## src/rtl/mc_control.sv

```systemverilog
// Multi-cycle main control FSM for the multi-cycle MIPS datapath.
// Decodes op/funct one state per cycle and drives ALUOp, operand selects,
// flag write and all datapath write enables; waits on mem_ready for memory.
// Ports:
//   clk, rst         clock, asynchronous active-high reset
//   op, funct        IR[31:26], IR[5:0]
//   alu_zero         ALU zero flag (branch compare)
//   mem_ready        memory completes the current access this cycle
//   mem_rd, mem_we   memory read / write request
//   iord             address select (0 = PC, 1 = ALUOut)
//   ir_we, pc_we, reg_we, flag_we   write enables
//   pc_src, reg_dst, mem_to_reg     datapath muxes
//   alu_src_a, alu_src_b, alu_op    ALU operand selects and operation
//   illegal          sticky undecoded-instruction flag
//   state            current state, for debug

`ifndef ALU_OP_ADD
`define ALU_OP_ADD  3'd0
`define ALU_OP_SUB  3'd1
`define ALU_OP_AND  3'd2
`define ALU_OP_OR   3'd3
`define ALU_OP_LESS 3'd4
`define ALU_OP_B    3'd5
`endif

module mc_control (
    input  logic       clk,
    input  logic       rst,
    input  logic [5:0] op,
    input  logic [5:0] funct,
    input  logic       alu_zero,
    input  logic       mem_ready,
    output logic       mem_rd,
    output logic       mem_we,
    output logic       iord,
    output logic       ir_we,
    output logic       pc_we,
    output logic       reg_we,
    output logic       flag_we,
    output logic [1:0] pc_src,
    output logic [1:0] reg_dst,
    output logic [1:0] mem_to_reg,
    output logic       alu_src_a,
    output logic [1:0] alu_src_b,
    output logic [2:0] alu_op,
    output logic       illegal,
    output logic [3:0] state
);

    typedef enum logic [3:0] {
        FETCH    = 4'd0,
        DECODE   = 4'd1,
        EXEC_R   = 4'd2,
        EXEC_I   = 4'd3,
        MEM_ADDR = 4'd4,
        MEM_RD   = 4'd5,
        MEM_WB   = 4'd6,
        MEM_WR   = 4'd7,
        WB_R     = 4'd8,
        WB_I     = 4'd9,
        BRANCH   = 4'd10,
        JUMP     = 4'd11,
        TRAP     = 4'd15
    } state_t;

    localparam logic [5:0] OP_RTYPE = 6'b000000;
    localparam logic [5:0] OP_ADDI  = 6'b001000;
    localparam logic [5:0] OP_ADDIU = 6'b001001;
    localparam logic [5:0] OP_ORI   = 6'b001101;
    localparam logic [5:0] OP_LUI   = 6'b001111;
    localparam logic [5:0] OP_LW    = 6'b100011;
    localparam logic [5:0] OP_SW    = 6'b101011;
    localparam logic [5:0] OP_BEQ   = 6'b000100;
    localparam logic [5:0] OP_J     = 6'b000010;
    localparam logic [5:0] OP_JAL   = 6'b000011;

    localparam logic [5:0] FN_ADD  = 6'b100000;
    localparam logic [5:0] FN_ADDU = 6'b100001;
    localparam logic [5:0] FN_SUB  = 6'b100010;
    localparam logic [5:0] FN_SUBU = 6'b100011;
    localparam logic [5:0] FN_AND  = 6'b100100;
    localparam logic [5:0] FN_OR   = 6'b100101;
    localparam logic [5:0] FN_SLT  = 6'b101010;

    state_t cur;
    logic   illegal_q;

    function automatic logic funct_ok(input logic [5:0] f);
        return (f == FN_ADD) || (f == FN_ADDU) || (f == FN_SUB) ||
               (f == FN_SUBU) || (f == FN_AND) || (f == FN_OR) ||
               (f == FN_SLT);
    endfunction

    function automatic state_t decode_next(input logic [5:0] o,
                                           input logic [5:0] f);
        state_t n;
        n = TRAP;
        case (o)
            OP_RTYPE: n = funct_ok(f) ? EXEC_R : TRAP;
            OP_ADDI, OP_ADDIU,
            OP_ORI, OP_LUI:  n = EXEC_I;
            OP_LW, OP_SW:    n = MEM_ADDR;
            OP_BEQ:          n = BRANCH;
            OP_J, OP_JAL:    n = JUMP;
            default:         n = TRAP;
        endcase
        return n;
    endfunction

    // State register and sticky illegal flag.
    always_ff @(posedge clk or posedge rst) begin
        if (rst) begin
            cur       <= FETCH;
            illegal_q <= 1'b0;
        end else begin
            case (cur)
                FETCH:    if (mem_ready) cur <= DECODE;
                DECODE: begin
                    cur <= decode_next(op, funct);
                    if (decode_next(op, funct) == TRAP)
                        illegal_q <= 1'b1;
                end
                EXEC_R:   cur <= WB_R;
                EXEC_I:   cur <= WB_I;
                MEM_ADDR: cur <= (op == OP_LW) ? MEM_RD : MEM_WR;
                MEM_RD:   if (mem_ready) cur <= MEM_WB;
                MEM_WB:   cur <= FETCH;
                MEM_WR:   if (mem_ready) cur <= FETCH;
                WB_R:     cur <= FETCH;
                WB_I:     cur <= FETCH;
                BRANCH:   cur <= FETCH;
                JUMP:     cur <= FETCH;
                TRAP:     cur <= TRAP;
                default: begin
                    // Unused encodings are treated as a fault.
                    cur       <= TRAP;
                    illegal_q <= 1'b1;
                end
            endcase
        end
    end

    assign state   = cur;
    assign illegal = illegal_q;

    // Output decode; rst forces every request and enable low at once,
    // even though the state register itself clears asynchronously too.
    always_comb begin
        mem_rd     = 1'b0;
        mem_we     = 1'b0;
        iord       = 1'b0;
        ir_we      = 1'b0;
        pc_we      = 1'b0;
        reg_we     = 1'b0;
        flag_we    = 1'b0;
        pc_src     = 2'b00;
        reg_dst    = 2'b00;
        mem_to_reg = 2'b00;
        alu_src_a  = 1'b0;
        alu_src_b  = 2'b00;
        alu_op     = `ALU_OP_ADD;
        if (!rst) begin
            case (cur)
                FETCH: begin
                    mem_rd    = 1'b1;
                    alu_src_b = 2'b01;
                    ir_we     = mem_ready;
                    pc_we     = mem_ready;
                end
                DECODE: begin
                    alu_src_b = 2'b10;
                end
                EXEC_R: begin
                    alu_src_a = 1'b1;
                    flag_we   = 1'b1;
                    case (funct)
                        FN_ADD, FN_ADDU: alu_op = `ALU_OP_ADD;
                        FN_SUB, FN_SUBU: alu_op = `ALU_OP_SUB;
                        FN_AND:          alu_op = `ALU_OP_AND;
                        FN_OR:           alu_op = `ALU_OP_OR;
                        FN_SLT:          alu_op = `ALU_OP_LESS;
                        default:         alu_op = `ALU_OP_ADD;
                    endcase
                end
                EXEC_I: begin
                    alu_src_a = 1'b1;
                    flag_we   = 1'b1;
                    case (op)
                        OP_ORI: begin
                            alu_src_b = 2'b11;
                            alu_op    = `ALU_OP_OR;
                        end
                        OP_LUI: begin
                            alu_src_b = 2'b11;
                            alu_op    = `ALU_OP_B;
                        end
                        default: begin
                            alu_src_b = 2'b10;
                            alu_op    = `ALU_OP_ADD;
                        end
                    endcase
                end
                MEM_ADDR: begin
                    alu_src_a = 1'b1;
                    alu_src_b = 2'b10;
                end
                MEM_RD: begin
                    mem_rd = 1'b1;
                    iord   = 1'b1;
                end
                MEM_WB: begin
                    reg_we     = 1'b1;
                    mem_to_reg = 2'b01;
                end
                MEM_WR: begin
                    mem_we = 1'b1;
                    iord   = 1'b1;
                end
                WB_R: begin
                    reg_we  = 1'b1;
                    reg_dst = 2'b01;
                end
                WB_I: begin
                    reg_we = 1'b1;
                end
                BRANCH: begin
                    alu_src_a = 1'b1;
                    alu_op    = `ALU_OP_SUB;
                    pc_src    = 2'b01;
                    pc_we     = alu_zero;
                    flag_we   = 1'b1;
                end
                JUMP: begin
                    pc_src = 2'b10;
                    pc_we  = 1'b1;
                    if (op == OP_JAL) begin
                        reg_we     = 1'b1;
                        reg_dst    = 2'b10;
                        mem_to_reg = 2'b10;
                    end
                end
                default: ;
            endcase
        end
    end

endmodule

```

## config.mk

```make
export PLATFORM = sky130hd
export DESIGN_NAME = mc_control
export DESIGN_NICKNAME = d
export VERILOG_FILES = /design/src/rtl/mc_control.sv
export SDC_FILE = /design/constraint.sdc
export NUM_CORES = 1
export LEC_CHECK = 0
export CAP_MARGIN = 20
export CORE_MARGIN = 2
export CORE_UTILIZATION = 35
export DETAILED_ROUTE_END_ITERATION = 8
export PLACE_DENSITY = 0.82
export SLEW_MARGIN = 20
export SYNTH_ARGS = -nofsm -noshare
export SYNTH_HDL_FRONTEND = slang
export SYNTH_SLANG_ARGS = --single-unit
```

## constraint.sdc

```tcl
create_clock -name clk -period 2.3 [get_ports clk]
set_input_delay 0.46 -clock clk [delete_from_list [all_inputs] [get_ports clk]]
set_output_delay 0.46 -clock clk [all_outputs]
set_load 0.005 [all_outputs]
```

After elaboration in Yosys (flattened, before gate mapping)
Cells that the tools add are included.

word-level totals
  bits in registers = 5
  input port bits = 16

operators by class
  equal/unequal tests = 33
  multiplexer cells = 41
  bitwise gates (word level) = 1
  reductions and logical operators = 23

operators by type and width
  kind                                            count
  == test 6 bit (second input constant)           9
  one-hot mux 4 bit (8 select lines)              1
  == test 4 bit (second input constant)           6
  == test 6 x 4 -> 1 bit (second input constant)  4
  two-way mux 4 bit                               5
  one-hot mux 4 bit (5 select lines)              1
  two-way mux 1 bit                               17
  == test 4 x 3 -> 1 bit (second input constant)  4
  OR reduction 2 bit                              7
  == test 6 x 2 -> 1 bit (second input constant)  2
  two-way mux 2 bit                               6
  one-hot mux 2 bit (2 select lines)              3
  one-hot mux 3 bit (4 select lines)              1
  OR reduction 12 bit                             1
  one-hot mux 3 bit (3 select lines)              1
  == test 4 x 2 -> 1 bit (second input constant)  2
  inequality test 2 bit (second input constant)   4
  OR reduction 4 bit                              2
  == test 6 x 3 -> 1 bit (second input constant)  1
  logical NOT 6 bit                               1
  logical OR 1 bit                                6
  one-hot mux 2 bit (3 select lines)              1
  one-hot mux 3 bit (2 select lines)              1
  OR reduction 3 bit                              2
  9 further kinds                                 10

Longest topological paths before layout
Gate-level depths: netlist of the first run.

  depth in word-level cells = 13
  gate-level depth with buffers = 6

Worst setup path after synthesis of the first run
Ideal clock, no wire load.

  path type = input -> output
  start = input op[3]
  end = output reg_we
  arrival time = 1.348 ns
  required time = 1.840 ns
  path slack = 0.492 ns
  cell stages on the path = 6
  path buffers = 1
  path through = buf_2 -> nor3_1 -> nand3_1 -> o21ai_0 -> nand3b_1 -> a21oi_1

on the way
  cells in the longest elaborated chain, start to end = 4

RTL lines
  element                             line  source
  start, declared                     29    input logic [5:0] op,
  == test 6 x 2 -> 1 bit              236   if (op == OP_JAL) begin
  two-way mux 1 bit                   236
  one-hot mux 1 bit (2 select lines)  163   case (cur)
  two-way mux 1 bit                   162   if (!rst) begin
  end, declared                       38    output logic reg_we,

Every way passes these cells.

Worst setup path after layout of the first run
  start = register cur[3], in the netlist state[3]
  end = output flag_we

on the way
  cells in the longest elaborated chain, start to end = 4
  elaborated cells on any way between the ends = 6
  classes of those cells = 3 x eq/ne; 2 x mux; 1 x reduce/logical

RTL lines
  element                                                  line  source
  start, declared                                          85    state_t cur;
  start signal, assigned                                   119   cur <= decode_next(op, funct);
  start signal, assigned                                   125   MEM_ADDR: cur <= (op == OP_LW) ? MEM_RD : MEM_WR;
  == test 4 x 2 -> 1 bit or == test 4 bit (tied branches)  163
  OR reduction 3 bit (no source line) (*)                  --
  two-way mux 1 bit (*)                                    163
  two-way mux 1 bit (*)                                    162
  end, declared                                            39    output logic flag_we,

Every way passes the cells marked *; elsewhere a longest branch is shown, timed or not.

==> tab_implementation.tex, run 1 <==
\begin{tabular}{lr}
\hline
Metric & Value \\
\hline
\multicolumn{2}{l}{\textbf{Final layout}} \\
\quad Count of fill cells added during filler insertion & 178 \\
\quad Number of nets in the final layout & 219 \\
\quad Proportion of layout cells with a drive suffix above 1 & 0.3218 \\
\quad Post-layout util & 0.6796 \\
\quad Area occupied by multi-input gates & 754.5 um\^{}2 \\
\quad Area Growth Syn to Fin & 88.62\% \\
\quad Total inserted antenna cells & 0 \\
\quad Sequential cell area in the final layout & 126.4 um\^{}2 \\
\multicolumn{2}{l}{\textbf{Setup path}} \\
\quad Capturing point of the worst reg2reg path & state[0] \\
\quad Crit path largest cell delay & 0.48 ns \\
\quad WS Path Type & reg -> out \\
\quad Flop-to-flop setup slack & 0.90 ns \\
\quad Number of cells traversed by the worst register-to-register path & 7 \\
\quad Buffers plus inverters on the worst setup path & 3 \\
\quad Data arrival time at the worst-slack endpoint & 1.85 ns \\
\quad Highest fanout seen on the critical path & 23 \\
\quad Launching point of the worst reg2reg path & state[1] \\
\quad Family with the most delay on the worst path & buffers and inverters \\
\quad Sort of element at the start of the critical path & register \\
\quad Cell with the biggest individual delay on the critical path & clkdlybuf4s50\_1 \\
\quad Cell-by-cell trace of the critical path & buf\_6 -> a211oi\_4 -> and2\_4 -> buf\_4 -> clkdlybuf4s50\_1 \\
\quad Kind of capture point of the worst setup path & output port \\
\quad Data required, critical path & 1.84 ns \\
\quad Number of cells on the critical path & 5 \\
\multicolumn{2}{l}{\textbf{Routing}} \\
\quad Via-per-instance ratio & 5.836 \\
\quad Avg WL per Cell & 16.41 um \\
\quad Initial DRC Count & 63 \\
\quad Via count & 1354 \\
\quad Detailed-route DRC error count & 0 \\
\quad Number of detailed-routing iterations run before antenna repair & 4 \\
\quad DRT antenna net count & 0 \\
\quad Final Routed Wirelength & 3.808 mm \\
\multicolumn{2}{l}{\textbf{Clock tree}} \\
\quad Clock slew at reported path FFs & 0.05 ns \\
\quad Clock Latency Late Sink & 0.25 ns \\
\quad Number of buffers added to fix hold violations after cts & 0 \\
\quad Level count of the clock H-tree & 1 \\
\quad Number of clock sinks & 5 \\
\quad TritonCTS clock tree & yes \\
\quad CTS Buf Count & 3 \\
\quad Maximum buffer depth of the clock tree & 2 \\
\quad Cell chosen for the clock root & clkbuf\_4 \\
\multicolumn{2}{l}{\textbf{Pwr}} \\
\quad Total power divided by cell area & 901.6 nW/um\^{}2 \\
\quad Leakage power of the design & 0.7474 nW \\
\quad Worst vdd rail ir drop & 0.7466 mV \\
\multicolumn{2}{l}{\textbf{Outcome}} \\
\quad Violations in the final reports & negative setup slack \\
\quad Outcome & finished with violations \\
\multicolumn{2}{l}{\textbf{Place}} \\
\quad Final weighted congestion in routability-driven placement & 0.8584 \\
\quad Count of buffers from port buffering & 39 \\
\quad DP Worst Slack & -0.5418 ns \\
\quad DP Wirelength & 2.483 mm \\
\multicolumn{2}{l}{\textbf{Synthesis}} \\
\quad Area contributors post-synth & dfrtp\_1 (14\%), nor2\_1 (8.6\%), a21oi\_1 (7.5\%) \\
\quad Post-synth EDFFs & 0 \\
\quad Synthesized netlist net count & 151 \\
\quad Yosys top cell by area & dfrtp\_1 \\
\quad Proportion of synthesized flip-flops having asynchronous set or reset & 1.000 \\
\quad Most common cell in the synthesized netlist & nor2\_1 \\
\quad Synth Register Bits & 5 \\
\quad Area share of the largest cell type after synthesis & 0.1441 \\
\quad Prevailing post-synth register cell & dfrtp\_1 \\
\quad Warnings, synthesis & 0 \\
\quad Post-synthesis instance total & 135 \\
\quad Synth unique cells & 47 \\
\quad List of most frequent post-synthesis cells & nor2\_1 (20), a21oi\_1 (13), o21ai\_0 (12) \\
\quad Total standard cell area after synthesis & 868.3 um\^{}2 \\
\quad Synthesized area per cell & 6.432 um\^{}2 \\
\quad Sequential-to-total area share from yosys stat & 0.1441 \\
\multicolumn{2}{l}{\textbf{Die}} \\
\quad Initial standard-cell utilization of the core & 0.3603 \\
\quad Y dimension of the die & 53.81 um \\
\quad Standard-cell rows & 18 \\
\quad Die footprint & 2896 um\^{}2 \\
\quad Die outline width & 53.81 um \\
\quad Number of ports placed on the die boundary & 40 \\
\quad Core area & 2410 um\^{}2 \\
\multicolumn{2}{l}{\textbf{Timing}} \\
\quad Final sum of negative setup slack & -0.01127 ns \\
\quad Top achievable clock speed & 432.7 MHz \\
\quad Final setup violating endpoints & 1 \\
\quad Worst path setup slack after routing & -0.01127 ns \\
\quad Final worst path period share & 1.005 \\
\quad Final-layout worst hold slack & 0.3107 ns \\
\quad Max-slew headroom & 0.7486 \\
\quad RSZ-0062 raised after global routing & yes \\
\quad Final critical-path required period & 2.311 ns \\
\quad Fin. Hold Viols & 0 \\
\quad Layout Skew & 0.006583 ns \\
\quad Number of max-slew violations in the final report & 0 \\
\quad Slew at the pin closest to its max-slew limit & 0.3736 ns \\
\multicolumn{2}{l}{\textbf{GRT}} \\
\quad Global-route usage over all layers & 0.2436 \\
\quad Number of antenna violations at the first check in global routing & 0 \\
\quad Wire length of the first global-routing pass & 5.223 mm \\
\quad Remaining global-route overflow & 0 \\
\quad Vias in the first global route & 1210 \\
\quad Largest net degree at the start of global routing & 24 \\
\multicolumn{2}{l}{\textbf{Min path}} \\
\quad Worst hold path class & in -> async \\
\multicolumn{2}{l}{\textbf{Run}} \\
\quad Total of max-cap violations & 0 \\
\hline
\end{tabular}
metal layers:
layer,GRT usage,vias up,part of all wire
met1,0.2593,627,0.38
met4,0.1453,0,0.037
li1,-,621,-
met5,0,-,0
met2,0.4492,89,0.49
met3,0.03333,17,0.086
what timing repair did:
action                     4_1_cts  5_1_grt
gates cloned                     0        0
gates resized for setup         43       15
pin swaps                        9        6
setup buffers                    7        6
setup endpoints to repair       17       11
cells by family (layout without fill, tap and decap cells):
group / after synthesis / in the layout / share of synthesized area
buffers and inverters: 19 / 86 / 0.1124
and+or+nand+nor: 65 / 65 / 0.4078
DFF: 5 / 5 / 0.1441
xor gates and xnor gates: 2 / 2 / 0.02018
AOI/OAI and AO/OA: 44 / 44 / 0.3156
flip-flops by register name, indices dropped and copies added (netlist names):
register	count
illegal	1
state	4
stage by stage:
step / std cells / instance area, um^2 / power, mW
finish: 232 / 1638 / 1.477
detailed placement: 215 / 1410 / 1.127
floorplan: 135 / 868.3 / 0.6964
CTS: 226 / 1546 / 1.300
global placement: 215 / 1410 / 1.106
global route: 232 / 1638 / 1.569
where the power goes:
part / switching (mW) / internal [mW] / leakage [nW]
clock: 0.0413 / 0.0660 / 0.0150
sequential: 0.0456 / 0.128 / 0.0549
combinational: 0.612 / 0.584 / 0.678
cell usage in the layout, fill, tap and decap left out, types with 4 or more instances in the layout:
cell,netlist,routed
clkdlybuf4s50_1,0,16
nor2_1,20,17
nand2_1,9,9
o21ai_0,12,11
buf_4,1,31
buf_6,2,4
dfrtp_1,5,4
inv_1,6,5
nor4_1,6,6
dlygate4sd2_1,0,18
o21a_1,4,4
a21oi_1,13,12
worst register-to-register path: cells and delay by family, from the launching register on:
kind	cells	cell delay (ns)
DFF	1	0.40
buffers and inverters	2	0.29
and+or+nand+nor	1	0.15
AOI/OAI and AO/OA	4	0.42
how the worst max path moves through the flow:
stage	from	to	slack (ns)
after floorplan	op[3]	reg_we	0.49
after global placement	op[3]	alu_op[0]	-0.50
after CTS	funct[2]	alu_op[0]	-0.003
final	state[3]	flag_we	-0.01
after global routing	funct[2]	alu_op[0]	-0.1
after detailed placement	funct[5]	alu_op[0]	-0.54
area by class of cell:
type	count	share of cell area
clock buffers	4	0.01604
inverters	7	0.01604
multi-input cells	111	0.4607
flip-flops and latches	5	0.07716
well taps	30	0.02292
repair buffers	75	0.4072
Power figures use the tool's default switching activity.
==> run 2: changes to the inputs <==
- ABC_AREA: unset -> 1
- CELL_PAD_IN_SITES_DETAIL_PLACEMENT: unset -> 1
- CELL_PAD_IN_SITES_GLOBAL_PLACEMENT: unset -> 2
- CORE_UTILIZATION: 35 -> 30
- DONT_BUFFER_PORTS: unset -> 1
- PLACE_DENSITY: 0.82 -> 0.94
==> tab_implementation.tex, run 2 <==
\begin{tabular}{lr}
\hline
Metric & Value \\
\hline
\multicolumn{2}{l}{\textbf{Outcome}} \\
\quad Outcome & finished clean \\
\multicolumn{2}{l}{\textbf{Routing}} \\
\quad Via-per-instance ratio & 5.217 \\
\quad Final Routed Wirelength & 2.482 mm \\
\quad Number of detailed-routing iterations run before antenna repair & 4 \\
\quad DRT antenna net count & 0 \\
\quad Initial DRC Count & 17 \\
\quad Detailed-route DRC error count & 0 \\
\quad Via count & 913 \\
\quad Avg WL per Cell & 14.18 um \\
\multicolumn{2}{l}{\textbf{Pwr}} \\
\quad Leakage power of the design & 0.4108 nW \\
\quad Total power divided by cell area & 272.0 nW/um\^{}2 \\
\quad Worst vdd rail ir drop & 0.1669 mV \\
\multicolumn{2}{l}{\textbf{Place}} \\
\quad Final weighted congestion in routability-driven placement & 0.8217 \\
\quad Count of buffers from port buffering & 0 \\
\quad Number of cells after detailed placement & 171 \\
\quad DP Wirelength & 2.175 mm \\
\multicolumn{2}{l}{\textbf{Die}} \\
\quad Die footprint & 2968 um\^{}2 \\
\quad Standard-cell rows & 18 \\
\quad Initial standard-cell utilization of the core & 0.3114 \\
\quad Core area & 2455 um\^{}2 \\
\quad Y dimension of the die & 54.48 um \\
\quad Die outline width & 54.48 um \\
\quad Number of ports placed on the die boundary & 40 \\
\multicolumn{2}{l}{\textbf{GRT}} \\
\quad Global-route usage over all layers & 0.1806 \\
\quad Remaining global-route overflow & 0 \\
\quad Number of antenna violations at the first check in global routing & 0 \\
\quad Largest net degree at the start of global routing & 13 \\
\quad Wire length of the first global-routing pass & 3.898 mm \\
\quad Vias in the first global route & 905 \\
\multicolumn{2}{l}{\textbf{Clock tree}} \\
\quad CTS Buf Count & 3 \\
\quad TritonCTS clock tree & yes \\
\quad Level count of the clock H-tree & 1 \\
\quad Number of buffers added to fix hold violations after cts & 0 \\
\quad Cell chosen for the clock root & clkbuf\_4 \\
\quad Number of clock sinks & 5 \\
\quad Maximum buffer depth of the clock tree & 2 \\
\quad Clock slew at reported path FFs & 0.04 ns \\
\quad Post CTS Setup Buffer Count & 0 \\
\quad Clock Latency Late Sink & 0.25 ns \\
\quad Count of cells resized by post-cts repair & 0 \\
\multicolumn{2}{l}{\textbf{Setup path}} \\
\quad Kind of capture point of the worst setup path & output port \\
\quad Data required, critical path & 1.84 ns \\
\quad Launching point of the worst reg2reg path & state[3] \\
\quad Capturing point of the worst reg2reg path & state[2] \\
\quad Sort of element at the start of the critical path & register \\
\quad Flop-to-flop setup slack & 0.85 ns \\
\quad Highest fanout seen on the critical path & 6 \\
\quad Number of cells traversed by the worst register-to-register path & 7 \\
\quad WS Path Type & reg -> out \\
\quad Data arrival time at the worst-slack endpoint & 1.64 ns \\
\multicolumn{2}{l}{\textbf{Timing}} \\
\quad Top achievable clock speed & 475.9 MHz \\
\quad Slew at the pin closest to its max-slew limit & 0.3815 ns \\
\quad Final setup violating endpoints & 0 \\
\quad Final worst path period share & 0.9135 \\
\quad Final sum of negative setup slack & 0 ns \\
\quad Fin. Hold Viols & 0 \\
\quad RSZ-0062 raised after global routing & no \\
\quad Layout Skew & 0.003995 ns \\
\quad Max-slew headroom & 0.7437 \\
\quad Final critical-path required period & 2.101 ns \\
\quad Number of max-slew violations in the final report & 0 \\
\multicolumn{2}{l}{\textbf{Run}} \\
\quad Total of max-cap violations & 0 \\
\multicolumn{2}{l}{\textbf{Synthesis}} \\
\quad Sequential-to-total area share from yosys stat & 0.1637 \\
\quad Yosys top cell by area & dfrtp\_1 \\
\quad Post-synthesis instance total & 142 \\
\quad Synth Register Bits & 5 \\
\quad Most common cell in the synthesized netlist & inv\_1 \\
\quad Synthesized area per cell & 5.384 um\^{}2 \\
\quad Prevailing post-synth register cell & dfrtp\_1 \\
\quad Total standard cell area after synthesis & 764.5 um\^{}2 \\
\quad Area contributors post-synth & dfrtp\_1 (16\%), inv\_1 (14\%), nor2\_1 (13\%) \\
\quad Synthesized netlist net count & 158 \\
\quad Proportion of synthesized flip-flops having asynchronous set or reset & 1.000 \\
\quad Post-synth EDFFs & 0 \\
\quad Warnings, synthesis & 0 \\
\quad Area share of the largest cell type after synthesis & 0.1637 \\
\quad Synth unique cells & 24 \\
\quad List of most frequent post-synthesis cells & inv\_1 (28), nor2\_1 (27), nand2\_1 (25) \\
\multicolumn{2}{l}{\textbf{Final layout}} \\
\quad Proportion of layout cells with a drive suffix above 1 & 0.1172 \\
\quad Number of flip-flops in the largest register & 4 \\
\quad Area Growth Syn to Fin & 7.856\% \\
\quad Total inserted antenna cells & 0 \\
\quad Non-Filler Instances & 175 \\
\quad Leading cell types in the layout, fill and taps excluded & inv\_1 (28), nor2\_1 (27), nand2\_1 (25) \\
\quad Leading cell type in the layout, fill and taps excluded & inv\_1 \\
\quad Number of nets in the final layout & 162 \\
\multicolumn{2}{l}{\textbf{Min path}} \\
\quad Worst hold path class & in -> async \\
\hline
\end{tabular}
==> run 2: cell count changes after synthesis, moves of 4 or more <==
| cell | previous run | this run |
|---|---|---|
| o21ai_0 | 12 | 6 |
| a21oi_1 | 13 | 7 |
| nor2_1 | 20 | 27 |
| nand2_1 | 9 | 25 |
| nand3_1 | 4 | 9 |
| nand4_1 | 0 | 4 |
| inv_1 | 6 | 28 |
| o21a_1 | 4 | 0 |
| nor4_1 | 6 | 0 |
| buf_2 | 5 | 0 |
| nor2_2 | 1 | 7 |
==> run 2: cell families after synthesis <==
| logic type | synth area share |
|---|---|
| compound gates | 0.1784 |
| buf+inv | 0.1473 |
| flops | 0.1637 |
| simple gates | 0.5106 |
==> run 2: worst max-delay path by stage <==
stage / slack (ns) / to / start
after floorplan: 0.71 / pc_we / state[1]
after global placement: 0.49 / pc_we / state[1]
after detailed placement: 0.46 / pc_we / state[2]
after CTS: 0.18 / pc_we / state[2]
after global routing: 0.04 / pc_we / state[2]
final: 0.20 / pc_we / state[2]
==> run 2: through the flow <==
stage / area (um^2) / setup slack [ns] / util / total power [mW] / hold slack, ns
6_report: 824.5 / 0.1989 / 0.3359 / 0.2243 / 0.04903
5_1_grt: 824.5 / 0.04338 / 0.3359 / 0.2348 / 0.06172
4_1_cts: 824.5 / 0.1839 / 0.3359 / 0.2240 / 0.05470
3_5_place_dp: 798.3 / 0.4553 / 0.3252 / 0.1202 / 0.3165
3_3_place_gp: 798.3 / 0.4923 / 0.3252 / 0.1184 / 0.3175
2_1_floorplan: 764.5 / 0.7091 / - / 0.1165 / 0.2702
==> run 2: worst max-delay path, stage by stage, from the launching register on <==
cell,delay (ns)
dfrtp_1,0.43
nor2_1,0.28
inv_1,0.14
nor2_2,0.17
inv_1,0.09
nor2_2,0.12
a211o_1,0.15
==> run 2: where the power goes <==
group | leakage [nW] | switching (mW) | total (mW) | internal (mW)
combinational | 0.352 | 0.0200 | 0.0304 | 0.0104
sequential | 0.0437 | 0 | 0.0883 | 0.0883
clock | 0.0150 | 0.0398 | 0.106 | 0.0658
==> run 2: area by class of cell <==
cell class	instances	area, um^2
sequential	5	125.1
multi-input combinational	107	526.8
clock buffer	4	26.28
fill	344	1630
tap	30	37.54
inverter	29	108.9
==> run 2: layer usage <==
layer | track usage | share of wire | up-vias
li1 | - | - | 459
met2 | 0.3373 | 0.50 | 32
met1 | 0.2020 | 0.42 | 417
met3 | 0.04372 | 0.064 | 5
met5 | 0 | 0 | -
met4 | 0.04583 | 0.012 | 0
==> run 3: changes to the inputs <==
- CORE_UTILIZATION: 30 -> 27
- CTS_CLUSTER_SIZE: unset -> 12
- PLACE_DENSITY: 0.94 -> 0.87
- clock period: 2.3 -> 2.4 ns (I/O delays scaled with it)
==> tab_implementation.tex, run 3 (synthesis gave the netlist of run 2 again) <==
\begin{tabular}{lr}
\hline
Metric & Value \\
\hline
\multicolumn{2}{l}{\textbf{Clock tree}} \\
\quad Clock Latency Late Sink & 0.26 ns \\
\quad CTS Buf Count & 3 \\
\quad Count of cells resized by post-cts repair & 0 \\
\quad Post CTS Setup Buffer Count & 0 \\
\quad Level count of the clock H-tree & 1 \\
\quad Number of clock sinks & 5 \\
\quad Maximum buffer depth of the clock tree & 2 \\
\quad Clock slew at reported path FFs & 0.05 ns \\
\quad TritonCTS clock tree & yes \\
\quad Number of buffers added to fix hold violations after cts & 0 \\
\quad Cell chosen for the clock root & clkbuf\_4 \\
\multicolumn{2}{l}{\textbf{Final layout}} \\
\quad Sequential cell area in the final layout & 125.1 um\^{}2 \\
\quad Number of nets in the final layout & 162 \\
\quad Leading cell types in the layout, fill and taps excluded & inv\_1 (28), nor2\_1 (27), nand2\_1 (25) \\
\quad Count of fill cells added during filler insertion & 384 \\
\quad Non-Filler Instances & 176 \\
\quad Leading cell type in the layout, fill and taps excluded & inv\_1 \\
\quad Area Growth Syn to Fin & 8.020\% \\
\quad Number of flip-flops in the largest register & 4 \\
\quad Area occupied by multi-input gates & 526.8 um\^{}2 \\
\quad Total inserted antenna cells & 0 \\
\quad Proportion of layout cells with a drive suffix above 1 & 0.1172 \\
\multicolumn{2}{l}{\textbf{Die}} \\
\quad Die footprint & 3273 um\^{}2 \\
\quad Standard-cell rows & 19 \\
\quad Core area & 2734 um\^{}2 \\
\quad Y dimension of the die & 57.21 um \\
\quad Initial standard-cell utilization of the core & 0.2796 \\
\quad Number of ports placed on the die boundary & 40 \\
\quad Die outline width & 57.21 um \\
\multicolumn{2}{l}{\textbf{Pwr}} \\
\quad Total power divided by cell area & 265.8 nW/um\^{}2 \\
\quad Leakage power of the design & 0.4108 nW \\
\quad Worst vdd rail ir drop & 0.2951 mV \\
\quad Design Power & 219.5 uW \\
\multicolumn{2}{l}{\textbf{Setup path}} \\
\quad Buffers plus inverters on the worst setup path & 1 \\
\quad Data arrival time at the worst-slack endpoint & 1.66 ns \\
\quad Highest fanout seen on the critical path & 6 \\
\quad Sort of element at the start of the critical path & register \\
\quad Most common cell type on the critical path & nor2\_1 \\
\quad Capturing point of the worst reg2reg path & state[2] \\
\quad Crit path largest cell delay & 0.46 ns \\
\quad WS Path Type & reg -> out \\
\quad Flop-to-flop setup slack & 0.90 ns \\
\quad Kind of capture point of the worst setup path & output port \\
\quad Cell with the biggest individual delay on the critical path & dfrtp\_1 \\
\quad Data required, critical path & 1.92 ns \\
\quad Launching point of the worst reg2reg path & state[3] \\
\quad Family with the most delay on the worst path & simple AND/OR/NAND/NOR gates \\
\quad Cell-by-cell trace of the critical path & nor2\_1 -> inv\_1 -> nor2\_2 -> nand2\_1 -> nor2\_1 -> a211o\_1 \\
\quad Number of cells traversed by the worst register-to-register path & 7 \\
\multicolumn{2}{l}{\textbf{GRT}} \\
\quad Vias in the first global route & 954 \\
\quad Remaining global-route overflow & 0 \\
\quad Largest net degree at the start of global routing & 13 \\
\quad Global-route usage over all layers & 0.1639 \\
\quad Wire length of the first global-routing pass & 4.243 mm \\
\quad Number of antenna violations at the first check in global routing & 0 \\
\multicolumn{2}{l}{\textbf{Timing}} \\
\quad Final setup violating endpoints & 0 \\
\quad Final sum of negative setup slack & 0 ns \\
\quad Top achievable clock speed & 467.6 MHz \\
\quad Number of max-slew violations in the final report & 0 \\
\quad Final worst path period share & 0.8911 \\
\quad Final-layout worst hold slack & 0.06442 ns \\
\quad Slew at the pin closest to its max-slew limit & 0.3567 ns \\
\quad Fin. Hold Viols & 0 \\
\quad Max-slew headroom & 0.7603 \\
\quad Final critical-path required period & 2.139 ns \\
\quad RSZ-0062 raised after global routing & no \\
\quad Layout Skew & 0.01008 ns \\
\multicolumn{2}{l}{\textbf{Routing}} \\
\quad Via-per-instance ratio & 5.165 \\
\quad Avg WL per Cell & 14.50 um \\
\quad Initial DRC Count & 46 \\
\quad Number of detailed-routing iterations run before antenna repair & 4 \\
\quad Detailed-route DRC error count & 0 \\
\quad Final Routed Wirelength & 2.552 mm \\
\quad Via count & 909 \\
\quad DRT antenna net count & 0 \\
\multicolumn{2}{l}{\textbf{Outcome}} \\
\quad Outcome & finished clean \\
\multicolumn{2}{l}{\textbf{Place}} \\
\quad Count of buffers from port buffering & 0 \\
\quad Number of cells after detailed placement & 172 \\
\quad DP Wirelength & 2.221 mm \\
\quad Final weighted congestion in routability-driven placement & 0.8404 \\
\multicolumn{2}{l}{\textbf{Min path}} \\
\quad Worst hold path class & in -> async \\
\multicolumn{2}{l}{\textbf{Run}} \\
\quad Total of max-cap violations & 0 \\
\hline
\end{tabular}
## run 3: cell counts in the layout (fill, tap and decap cells not counted)
No cell type changed its count.
## run 3: stage by stage
stage | instance area, um^2 | util | setup WS [ns]
4_1_cts | 825.8 | 0.3021 | 0.2692
3_5_place_dp | 799.5 | 0.2924 | 0.5494
3_3_place_gp | 799.5 | 0.2924 | 0.5431
2_1_floorplan | 764.5 | - | 0.7891
5_1_grt | 825.8 | 0.3021 | 0.1430
6_report | 825.8 | 0.3021 | 0.2615
## run 3: report_power, final
group	total [mW]	internal, mW	switching (mW)	leakage (nW)
registers	0.0845	0.0845	0	0.0437
clock network	0.106	0.0634	0.0426	0.0150
logic	0.0290	0.0100	0.0190	0.352
## run 3: worst max path at each step
stage | startpoint | end | cells past startpoint
2_1_floorplan | state[1] | pc_we | 6
3_3_place_gp | state[1] | pc_we | 6
3_5_place_dp | state[1] | pc_we | 6
4_1_cts | state[1] | pc_we | 6
5_1_grt | state[2] | pc_we | 6
6_report | state[0] | pc_we | 6
## run 3: layout make-up
type | instances | share of cell area
multi-input cells | 107 | 0.6379
flip-flops and latches | 5 | 0.1515
well taps | 31 | 0.04697
clock buffers | 4 | 0.03182
inverters | 29 | 0.1318
## run 3: layer usage
layer	GRT usage	part of all wire	up-vias	wire length, um
met1	0.2053	0.46	418	1178
met5	0	0	-	0
met3	0.02721	0.053	2	135
met2	0.2972	0.47	28	1212
li1	-	-	461	-
met4	0.02990	0.0098	0	25
==> variant 1, RTL diff (settings of run 3) <==
Register the output `flag_we`, without a reset; this adds one clock of latency there. The other outputs are not delayed to match.
--- a/src/rtl/mc_control.sv
+++ b/src/rtl/mc_control.sv
@@ -84,2 +84,4 @@
 
+    logic flag_we_d;
+
     state_t cur;
@@ -154,3 +156,3 @@
         reg_we     = 1'b0;
-        flag_we    = 1'b0;
+        flag_we_d  = 1'b0;
         pc_src     = 2'b00;
@@ -174,3 +176,3 @@
                     alu_src_a = 1'b1;
-                    flag_we   = 1'b1;
+                    flag_we_d = 1'b1;
                     case (funct)
@@ -186,3 +188,3 @@
                     alu_src_a = 1'b1;
-                    flag_we   = 1'b1;
+                    flag_we_d = 1'b1;
                     case (op)
@@ -230,3 +232,3 @@
                     pc_we     = alu_zero;
-                    flag_we   = 1'b1;
+                    flag_we_d = 1'b1;
                 end
@@ -246,2 +248,6 @@
 
+    always_ff @(posedge clk) begin
+        flag_we <= flag_we_d;
+    end
+
 endmodule
Behaviour: not the same (Yosys sat finds a counterexample within 4 cycles, from zero or initial values and one cycle with rst high).
==> variant 1 against run 3 <==
Sequential cell count increased by 1. Hold slack worse by 0.042 ns. Setup slack better by 0.058 ns. Utilization increased by 1.1 points. First-iteration DRC count fell by 8.7%. Routed wire length up 3.7%. Final cell count unchanged. Global-route usage is 0.42 points higher. Area after synthesis increased by 6.9%. Cell area is 6.4% higher.
Power is left out: it rests on default switching activity, and per cell area and clock period it moved more than threefold.
==> variant 1: results (changes against run 3) <==
Run status
  – Status: completed

Cells and area
  – Layout net count: 162 (unchanged)
  – Max reg flops: 4 (unchanged)
  – Diode count: 0 (unchanged)
  – Share of cells above drive strength 1: 0.186 (+0.0690)

CTS
  – Setup bufs post-CTS: 0 (unchanged)
  – Post-CTS resize count: 0 (unchanged)
  – Clock Path Buffers: 2 (unchanged)
  – Clock slew seen by the registers of the worst setup and hold paths: 0.06 ns
  – H-tree lvl count: 1 (unchanged)
  – CTS root buffer: clkbuf_4
  – Clk Latency, worst-skew pair: 0.27 ns
  – CTS Buf Count: 3 (unchanged)

Setup path
  – CP max stage delay: 0.47 ns
  – Critical Path AT: 1.60 ns (-0.06 ns)
  – R2r endpoint: state[1]
  – Worst-path fanout max: 6 (unchanged)
  – Slowest CP cell: dfrtp_1
  – Worst setup endpoint: alu_src_b[0]
  – CP top delay family: simple AND/OR/NAND/NOR gates
  – FF-to-FF Start: state[1]
  – Crit path from: state[2]
  – Worst R2R Setup Slack: 1.00 ns (+0.10 ns)

GRT
  – M1 GR Usage: 0.205 (-0.000451)
  – First-pass GRT wire length: 4460 microns (+5.0%)
  – Met2 track demand over resource: 0.300 (+0.00279)
  – GRT met3 Usage: 0.0109 (-0.0163)
  – Largest net degree at the start of global routing: 16 (+3)
  – Number of global-route vias before repair: 995 (+4.3%)
  – Antenna violations before repair: 0 (unchanged)
  – GRT Overall Usage: 0.168 (+0.00424)

Yosys
  – FFs w/ async S/R, synth: 0.833 (-0.167)
  – Synthesis Warnings: 0 (unchanged)
  – Area contributors post-synth: dfrtp_1 (15%), nor2_1 (12%), inv_1 (10%)
  – Yosys cell types: 23 (-4.2%)
  – Sequential area share after synthesis: 0.178 (+0.0140)
  – Synth top cells by count: nor2_1 (26), inv_1 (22), nand2_1 (18), nand3_1 (13), o21ai_0 (8)
  – Most used DFF post-synth: dfrtp_1

Route
  – Top sig layer: met4
  – Routed met3 length: 154 microns (+14%)
  – DRT iter0 DRCs: 42 (-8.7%)
  – Met2 Routed Length: 1320 microns (+9.0%)
  – Metal1 wirelength: 1120 microns (-4.8%)
  – DR vias/cell: 5.28 (+2.2%)
  – Drt wl/cell: 15.0 microns (+3.7%)

Place
  – Final weighted congestion in routability-driven placement: 0.833 (-0.94%)
  – Port buffer count: 0 (unchanged)
  – Dpl cell area: 852 sq um (+6.6%)
  – Dpl hpwl: 2250 microns (+1.2%)
  – Dpl ws: 0.563 ns (+0.0136 ns)

Floorplan
  – Die Area: 3480 sq um (+6.4%)

STA
  – Relative slew slack: 0.767 (+0.00696)
  – Fmax: 481 MHz (+2.8%)
  – Clock Skew: 0.0231 ns (+0.0131 ns)

Hold path
  – Hold crit path type: in -> async
-- variant 1: cell count changes after synthesis, sizes merged --
cell / change
inv: -2
a211o: -1
a21oi: +2
nand3b: +1
o31ai: -1
dfxtp: +1
nand3: +3
nand4: -1
nor2: +1
o22ai: -1
nand2: -5
o21ai: +3
-- variant 1: cell type report --
class                           instances  area [sq um]
Fill cell                             392          1930
Inverter                               27           101
Tap cell                               31          38.8
Multi-Input combinational cell        108           567
Clock buffer                            4          26.3
Sequential cell                         6           145
-- variant 1: logic make-up after synthesis --
kind of cell / count (synthesis) / share of synthesized area
buf+inv: 28 / 0.129
flops: 6 / 0.178
compound gates: 25 / 0.184
simple gates: 83 / 0.510
-- variant 1: through the flow --
| step | util | hold slack (ns) | std cells |
|---|---|---|---|
| after detailed placement | 0.304 | 0.321 | 172 |
| after global placement | 0.304 | 0.316 | 172 |
| after floorplan | - | 0.274 | 142 |
| after global routing | 0.313 | 0.0385 | 176 |
| after CTS | 0.313 | 0.0367 | 176 |
| final | 0.313 | 0.0221 | 176 |
==> variant 2, RTL diff (config.mk and constraints of run 3) <==
Without the edit above. Reset style: synchronous (`rst`), changed in one clocked block. Comments in the files are not updated.
--- a/src/rtl/mc_control.sv
+++ b/src/rtl/mc_control.sv
@@ -110,3 +110,3 @@
     // State register and sticky illegal flag.
-    always_ff @(posedge clk or posedge rst) begin
+    always_ff @(posedge clk) begin
         if (rst) begin
Check against the original RTL: differs if rst is asserted again (counterexample within 4 cycles, from zero or initial values and one cycle with rst high); with rst held inactive, the same outputs for 10 cycles.
==> variant 2 against run 3 <==
Count of clock-buffer cells in the layout is 1 lower. Sequential share of layout area is 3.5 points lower. Cell area is 4.1% higher. Utilization is 0.70 points higher. Register-to-register slack better by 0.09 ns. Critical path depth is 1 lower. Routed wire length is 1.1% lower. Setup slack worse by 0.041 ns. Area after synthesis is 4.9% higher. Die area is 4.6% higher. Sequential cell count stayed put. Critical endpoint is now reg_we.
Power is left out: it rests on default switching activity, and per cell area and clock period it moved more than threefold.
==> variant 2: results (changes against run 3) <==
Run status
  – Status: completed

Hold path
  – Hold crit path type: in -> reg

Cells and area
  – Diode count: 0 (unchanged)
  – Layout net count: 167 (+3.1%)
  – Layout fillers: 401 (+4.4%)
  – Share of cells above drive strength 1: 0.160 (+0.0428)
  – Fin cells: 181 (+2.8%)

Setup path
  – FF-to-FF Start: state[2]
  – Worst-path fanout max: 7 (+1)
  – Crit path from: state[1]
  – Slowest CP cell: dfxtp_1

CTS
  – Clock slew seen by the registers of the worst setup and hold paths: 0.05 ns (about the same)
  – Clock Path Buffers: 2 (unchanged)
  – CTS Buf Count: 3 (unchanged)

Place
  – Cells after DPL: 177 (+2.9%)
  – Final weighted congestion in routability-driven placement: 0.869 (+3.4%)
  – Dpl cell area: 832 sq um (+4.1%)

Route
  – DRT iter0 DRCs: 6 (-87%)
  – DR vias/cell: 5.26 (+1.8%)
  – Final wirelength: 2520 microns (-1.1%)

STA
  – Clock Skew: 0.00585 ns (-0.00423 ns)
  – Worst slew pin tran: 0.382 ns (+0.0255 ns)

GRT
  – GRT Overall Usage: 0.158 (-0.00563)
  – First-pass GRT wire length: 4280 microns (+0.82%)
  – Largest net degree at the start of global routing: 21 (+8)
  – Number of global-route vias before repair: 995 (+4.3%)

Yosys
  – Syn_nets: 164 (+3.8%)
  – Sequential area share after synthesis: 0.125 (-0.0389)
  – Synth top cells by count: nor2_1 (28), nand2_1 (26), inv_1 (24), nand3_1 (11), a21oi_1 (10)
  – Yosys cell types: 25 (+4.2%)
  – Most used DFF post-synth: dfxtp_1
  – Post-Syn Instances: 148 (+4.2%)
==> variant 2: area by class of cell <==
| class | count | area [sq um] | area share |
|---|---|---|---|
| multi-input combinational | 113 | 588 | 0.684 |
| sequential | 5 | 100 | 0.116 |
| tap | 31 | 38.8 | 0.0451 |
| clock inverter | 1 | 5.00 | 0.00582 |
| clock buffer | 3 | 22.5 | 0.0262 |
| inverter | 28 | 105 | 0.122 |
==> variant 2: final timing paths <==
| check | slack, ns | cells after the start | to |
|---|---|---|---|
| setup / recovery | 0.22 | 5 | reg_we |
| hold / removal | 0.31 | 1 | state[2] |
| setup reg to reg | 0.99 | 5 | state[2] |
| hold reg to reg | 0.46 | 2 | illegal |
==> variant 2: cell families (layout without fill, tap and decap cells) <==
| family | count (synthesis) | after routing | synth area share |
|---|---|---|---|
| buf+inv | 30 | 32 | 0.142 |
| compound gates | 22 | 22 | 0.162 |
| simple gates | 91 | 91 | 0.571 |
| flops | 5 | 5 | 0.125 |
==> variant 2: worst max-delay path, delay by kind of cell (launching register included) <==
kind,cells,cell delay [ns]
simple gates,3,0.70
flops,1,0.49
buf+inv,2,0.26
==> variant 2: per-stage QoR <==
| stage | hold WS (ns) | util | setup slack [ns] |
|---|---|---|---|
| after floorplan | 0.447 | - | 0.772 |
| after global placement | 0.461 | 0.299 | 0.496 |
| after detailed placement | 0.464 | 0.299 | 0.467 |
| after CTS | 0.294 | 0.309 | 0.188 |
| after global routing | 0.277 | 0.309 | 0.0389 |
| final | 0.309 | 0.309 | 0.220 |
==> variant 2: metal layers <==
layer,part of all wire,vias up,global-route usage
li1,-,482,-
met1,0.46,441,0.193
met2,0.48,27,0.276
met3,0.063,2,0.0527
met4,0.0028,0,0.0199
met5,0,-,0
